$ cat src/rtl/parity_check_arbiter.sv
// Round-robin arbiter sharing one even-parity checker between two byte requesters.
// Transactions step IDLE -> CHECK -> RESP and erroring results feed a saturating counter.
module parity_check_arbiter #(
    parameter int CNT_W = 8
) (
    input  logic             clk,
    input  logic             rst,
    input  logic             req0_valid,
    input  logic [7:0]       req0_data,
    input  logic             req0_parity,
    output logic             req0_ready,
    input  logic             req1_valid,
    input  logic [7:0]       req1_data,
    input  logic             req1_parity,
    output logic             req1_ready,
    output logic             resp_valid,
    output logic             resp_id,
    output logic             resp_error,
    input  logic             resp_ready,
    output logic [CNT_W-1:0] err_count,
    input  logic             err_clear
);

    typedef enum logic [1:0] {
        IDLE,
        CHECK,
        RESP
    } state_t;

    localparam logic [CNT_W-1:0] CNT_MAX = '1;

    state_t     state;
    logic       prio;
    logic [7:0] cap_data;
    logic       cap_parity;
    logic       cap_id;
    logic       grant0;
    logic       grant1;
    logic       resp_fire;

    // Grants are held low during reset so no requester sees a spurious ready.
    always_comb begin
        grant0 = 1'b0;
        grant1 = 1'b0;
        if (!rst && state == IDLE) begin
            if (req0_valid && (!req1_valid || !prio)) begin
                grant0 = 1'b1;
            end else if (req1_valid) begin
                grant1 = 1'b1;
            end
        end
    end

    assign req0_ready = grant0;
    assign req1_ready = grant1;
    assign resp_fire  = resp_valid && resp_ready;

    always_ff @(posedge clk) begin
        if (rst) begin
            state      <= IDLE;
            prio       <= 1'b0;
            cap_data   <= 8'h00;
            cap_parity <= 1'b0;
            cap_id     <= 1'b0;
            resp_valid <= 1'b0;
            resp_id    <= 1'b0;
            resp_error <= 1'b0;
        end else begin
            unique case (state)
                IDLE: begin
                    if (grant0 || grant1) begin
                        cap_data   <= grant0 ? req0_data : req1_data;
                        cap_parity <= grant0 ? req0_parity : req1_parity;
                        cap_id     <= grant1;
                        prio       <= grant0;
                        state      <= CHECK;
                    end
                end
                CHECK: begin
                    resp_error <= ^{cap_data, cap_parity};
                    resp_id    <= cap_id;
                    resp_valid <= 1'b1;
                    state      <= RESP;
                end
                RESP: begin
                    if (resp_ready) begin
                        resp_valid <= 1'b0;
                        state      <= IDLE;
                    end
                end
                default: begin
                    state <= IDLE;
                end
            endcase
        end
    end

    // A clear wins over a same-cycle erroring handshake, so that error is dropped.
    always_ff @(posedge clk) begin
        if (rst) begin
            err_count <= '0;
        end else if (err_clear) begin
            err_count <= '0;
        end else if (resp_fire && resp_error && err_count != CNT_MAX) begin
            err_count <= err_count + CNT_W'(1);
        end
    end

endmodule

$ cat config.mk
export PLATFORM = sky130hd
export DESIGN_NAME = parity_check_arbiter
export DESIGN_NICKNAME = d
export VERILOG_FILES = /design/src/rtl/parity_check_arbiter.sv
export SDC_FILE = /design/constraint.sdc
export NUM_CORES = 1
export LEC_CHECK = 0
export ABC_AREA = 0
export CORE_MARGIN = 2
export CORE_UTILIZATION = 45
export CTS_CLUSTER_SIZE = 10
export DETAILED_ROUTE_END_ITERATION = 16
export PLACE_DENSITY = 0.86
export SYNTH_ARGS = -nofsm -noshare
export SYNTH_HDL_FRONTEND = slang
export SYNTH_SLANG_ARGS = --single-unit
$ cat constraint.sdc
create_clock -name clk -period 2 [get_ports clk]
set_input_delay 0.6 -clock clk [delete_from_list [all_inputs] [get_ports clk]]
set_output_delay 0.6 -clock clk [all_outputs]
set_load 0.03 [all_outputs]
# After elaboration in Yosys (flattened, before gate mapping)
# Index checks and enable logic that the tools add are counted.
[word_totals]
reg_bits = 24
input_bits = 24
output_inout_bits = 13
wordCells = 44
[op_classes]
add_sub_neg = 1
n_eq_ne = 5
muxes = 12
n_reduce_logical = 17
[ops]
columns = ["operator", "count"]
rows = [
  ["9-bit parity", 1],
  ["8-bit by 1-bit adder with 8-bit output (second input constant)", 1],
  ["8-bit 2-to-1 mux", 1],
  ["8-bit inequality test (second input constant)", 1],
  ["1-bit 2-to-1 mux", 7],
  ["2-bit one-hot mux with 3 select lines", 1],
  ["2-bit AND reduction", 3],
  ["1-bit logical AND", 5],
  ["2-bit 2-to-1 mux", 2],
  ["1-bit zero test", 3],
  ["2-bit by 1-bit == test with 1-bit output (second input constant)", 1],
  ["2-bit == test (second input constant)", 1],
  ["2-bit zero test", 1],
  ["1-bit logical OR", 2],
  ["2-bit by 1-bit inequality test with 1-bit output (second input constant)", 1],
  ["2-bit inequality test (second input constant)", 1],
  ["1-bit one-hot mux with 2 select lines", 1],
  ["2-bit nonzero test", 1],
  ["2-bit OR reduction", 1],
]

# Logic depth before layout (Yosys ltp)
[logic_depth]
word_depth = 8
depth_mapped = 6
mapped_depth_nobuf = 5

# Worst setup path before layout
# Ideal clock, no wire load.
[synth_timing]
path_type = "input port to output port"
start = "input port rst"
end = "output port req1_ready"
arrival_ns = 1.518
t_required_ns = 1.400
setup_slack_ns = -0.118
path_stages = 5
n_path_buf = 2
path_cell_list = "buf_4 nor3_4 nand2_1 buf_2 nor2_1"
[synth_via]
elab_chain_len = 3
[synth_rtl]
columns = ["element", "line", "rtl"]
rows = [
  ["start: declaration", "7", "input logic rst,"],
  ["1-bit zero test", "45", "if (!rst && state == IDLE) begin"],
  ["1-bit logical AND", "45", ""],
  ["1-bit 2-to-1 mux", "45", ""],
  ["end: declaration", "15", "output logic req1_ready,"],
]
# No other way between the ends.

# Worst setup path in the final report
[layout_timing]
start = "input port req1_valid"
end = "output port req0_ready"
[layout_via]
elab_chain_len = 5
[layout_rtl]
columns = ["element", "line", "rtl"]
rows = [
  ["start: declaration", "12", "input logic req1_valid,"],
  ["1-bit zero test", "46", "if (req0_valid && (!req1_valid || !prio)) begin"],
  ["1-bit logical OR", "46", ""],
  ["1-bit logical AND", "46", ""],
  ["1-bit 2-to-1 mux", "46", ""],
  ["1-bit 2-to-1 mux", "45", ""],
  ["end: declaration", "11", "output logic req0_ready,"],
]
# No other way between the ends.

==> metrics.md <==
| Metric | Value |
|---|---|
| Top cells by area, synth | `dfxtp_1, nand2_1, a311oi_1, nor2_1, xor2_1` |
| Yosys reg bits | `24` |
| DR vias | `1127` |
| Pleak | `0.727 nW` |
| Starting Density | `0.467` |
| Tmin final | `1950 ps` |
| DRC violations left | `0` |
| Worst clock skew | `9.14 ps` |
| Fraction of layout cells with a size suffix above 1 | `0.183` |
| Clock group share of total power | `0.236` |
| Worst hold path class | `flip-flop to flip-flop` |
| Status | `finished clean` |
| Cell taking the most area after synthesis | `dfxtp_1` |
| Actual slew at the worst max-slew pin | `315 ps` |
| Synth Area in Compound Gates | `0.166` |
| Power Total | `1.09 mW` |
| # diodes | `0` |
| Async S/R FF share, synth | `0` |
| Routed Wire Length | `2.76 mm` |
| Starting DRT DRC Count | `16` |
| CTS max path bufs | `2` |
| Vias in the first global route | `1129` |
| Post-Syn Area per Cell | `8.55 sq um` |
| Comb pwr share | `0.257` |
| CTS tree | `built` |
| Sequential area share after synthesis | `0.419` |
| Synth Area in Adders | `0.0109` |
| Num ports | `37` |
| Post-synth top area share | `0.419` |
| CP required | `1400 ps` |
| Final Net Count | `206` |
| Maximum VDD drop | `0.000472 V` |
| Routed WL per cell | `13.2 um` |
| Core Area | `0.00245 sq mm` |
| H-tree Lvls | `1` |
| Ys flop type | `dfxtp_1` |
| Final worst slack | `52.3 ps` |
| Synthesis Warnings | `0` |
| CTS sink cnt | `24` |
| Setup CP Type | `input port to output pin` |
| I/O Buffers | `36` |
| Final slew viol count | `0` |
| Antenna violations before repair | `0` |
| Reg power frac | `0.507` |
| Hold Path Cell Cnt | `1` |
| Die Ht | `54.5 um` |
| Synth-to-Final Area Change | `44.9%` |
| Tcrit/Tclk final | `0.974` |
| Pwr/cell area | `657 mW/mm^2` |
| Post-synthesis mux area share | `0.0175` |
| Overall routing resource usage | `0.209` |
| Xor and xnor area share after synthesis | `0.0808` |
| Simple-gate portion of the synthesized area | `0.263` |
| CP max FO | `2` |
| Die area | `0.00297 sq mm` |
| Final Wtd Congestion | `0.722` |
| Die width | `54.5 um` |
| First-pass GRT wire length | `4.53 mm` |
| Post-synth EDFFs | `0` |
| R2R cell count | `10` |
| Cell Int Power | `0.782 mW` |
| Row cnt | `18` |
| Unrepaired setup endpoints after global routing | `false` |
| Syn Nets | `159` |
| GRT overflow | `0` |
| Detail Route Antenna Nets | `0` |
| Worst rel slew slack | `0.790` |
| DRT Pass-1 Iters | `4` |
| Place WS | `-295 ps` |
| Maximum number of pins on one net before global-route repair | `21` |
| Worst setup SP type | `input port` |
| Mapped Cells | `134` |
| Sw Pwr | `0.308 mW` |
| Fillers | `211` |
| Worst Path Arrival | `1350 ps` |
| Netlist cell types | `35` |
| Fmax | `513 MHz` |
| Hold_buf cts | `0` |
| Worst-path clk slew | `130 ps` |
| Worst-Skew Late Latency | `320 ps` |
| Fin. Hold Viols | `0` |
| Setup crit end kind | `output pin` |
| Setup violators final | `0` |
| Main combinational cell family by area after synthesis | `simple AND/OR/NAND/NOR gates` |
| Net Sw Frac | `0.283` |
| Core Util, Final | `0.676` |
| Vias per cell | `5.37` |
| Clk root buf | `clkbuf_4` |
| Post-Syn Area | `0.00115 sq mm` |
| CTS Buf Count | `3` |
| Detailed Place HPWL | `2.02 mm` |
| Max Cap Viol | `0` |
-- layer usage --
layer	wire, um	part of all wire	GRT usage
met5	0	0	0
met4	27	0.0098	0.0500
met3	127	0.046	0.0328
met2	1470	0.53	0.428
met1	1140	0.41	0.216
-- final timing paths --
path	start	slack [ps]	endpoint
worst max-delay path	req1_valid	50	req0_ready
worst min-delay path	state[1]	500	resp_valid
worst max register to register	state[0]	190	cap_data[0]
worst min register to register	state[1]	500	resp_valid
-- layout make-up --
class                           count  area, sq um  share of cell area
Tap cell                           30         37.5              0.0226
Inverter                            2         7.51             0.00452
Timing Repair Buffer               49          448               0.270
Sequential cell                    24          482               0.290
Multi-Input combinational cell    101          649               0.391
Clock buffer                        4         36.3              0.0219
-- critical path, cell delays in order --
cell,delay [ps]
dlygate4sd2_1,270
a21boi_4,190
nand2_2,90
inv_2,70
buf_6,120
-- stage by stage --
stage                     instance area (sq um)  setup TNS (ps)  cells  hold WS [ps]
final                                      1660               0    210           498
after global routing                       1660               0    210           514
after CTS                                  1660               0    211           508
after detailed placement                   1560            -759    201           469
after global placement                     1560            -594    201           464
after floorplan                            1150               0    134           446
-- flip-flops by register name, summed over array words and instances (netlist names) --
| signal | flops |
|---|---|
| cap_data | 8 |
| err_count | 8 |
| state | 2 |
| cap_id | 1 |
| cap_parity | 1 |
| prio | 1 |
| resp_error | 1 |
| resp_id | 1 |
| resp_valid | 1 |
-- power by group through the flow --
stage	logic, mW	registers (mW)	clock network (mW)
6_report	0.280	0.553	0.258
5_1_grt	0.301	0.559	0.286
4_1_cts	0.279	0.551	0.262
3_5_place_dp	0.258	0.560	0
3_3_place_gp	0.250	0.558	0
2_1_floorplan	0.145	0.570	0
-- cells by family after synthesis --
group	Yosys count
simple gates	64
xor+xnor	9
compound gates	25
fa+ha+maj	1
buf+inv	9
flops	24
mux	2
-- what timing repair did --
action	4_1_cts	5_1_grt
gates cloned	0	0
pin swaps	3	1
resized for setup	23	6
endpoints found under the setup margin	11	11
setup buffers	6	0
-- cells in the final DEF (no fill, tap or decap), drive strengths merged, types with 3 or more instances in the layout --
cell,synthesis,layout
buf,4,16
a311oi,9,9
nand3,3,3
o211ai,4,4
clkbuf,3,4
o21ai,5,5
clkdlybuf4s50,0,21
xnor2,3,3
or3,3,3
a21oi,3,3
nand2,26,26
dlygate4sd2,0,11
nor2,20,20
xor2,5,5
dfxtp,24,24
-- cell usage after synthesis, types with 2 or more instances --
cell type	number
o211ai_1	3
nand3b_1	2
or3_1	3
and3_1	2
nand2_1	26
o21ai_0	4
nand3_1	3
nand2b_1	2
nor2_1	20
mux2i_1	2
xnor2_1	3
clkbuf_1	2
a311oi_1	9
a21oi_1	3
buf_2	2
xor2_1	5
inv_1	2
dfxtp_1	24
No activity file was read; power rests on OpenSTA's default activity.
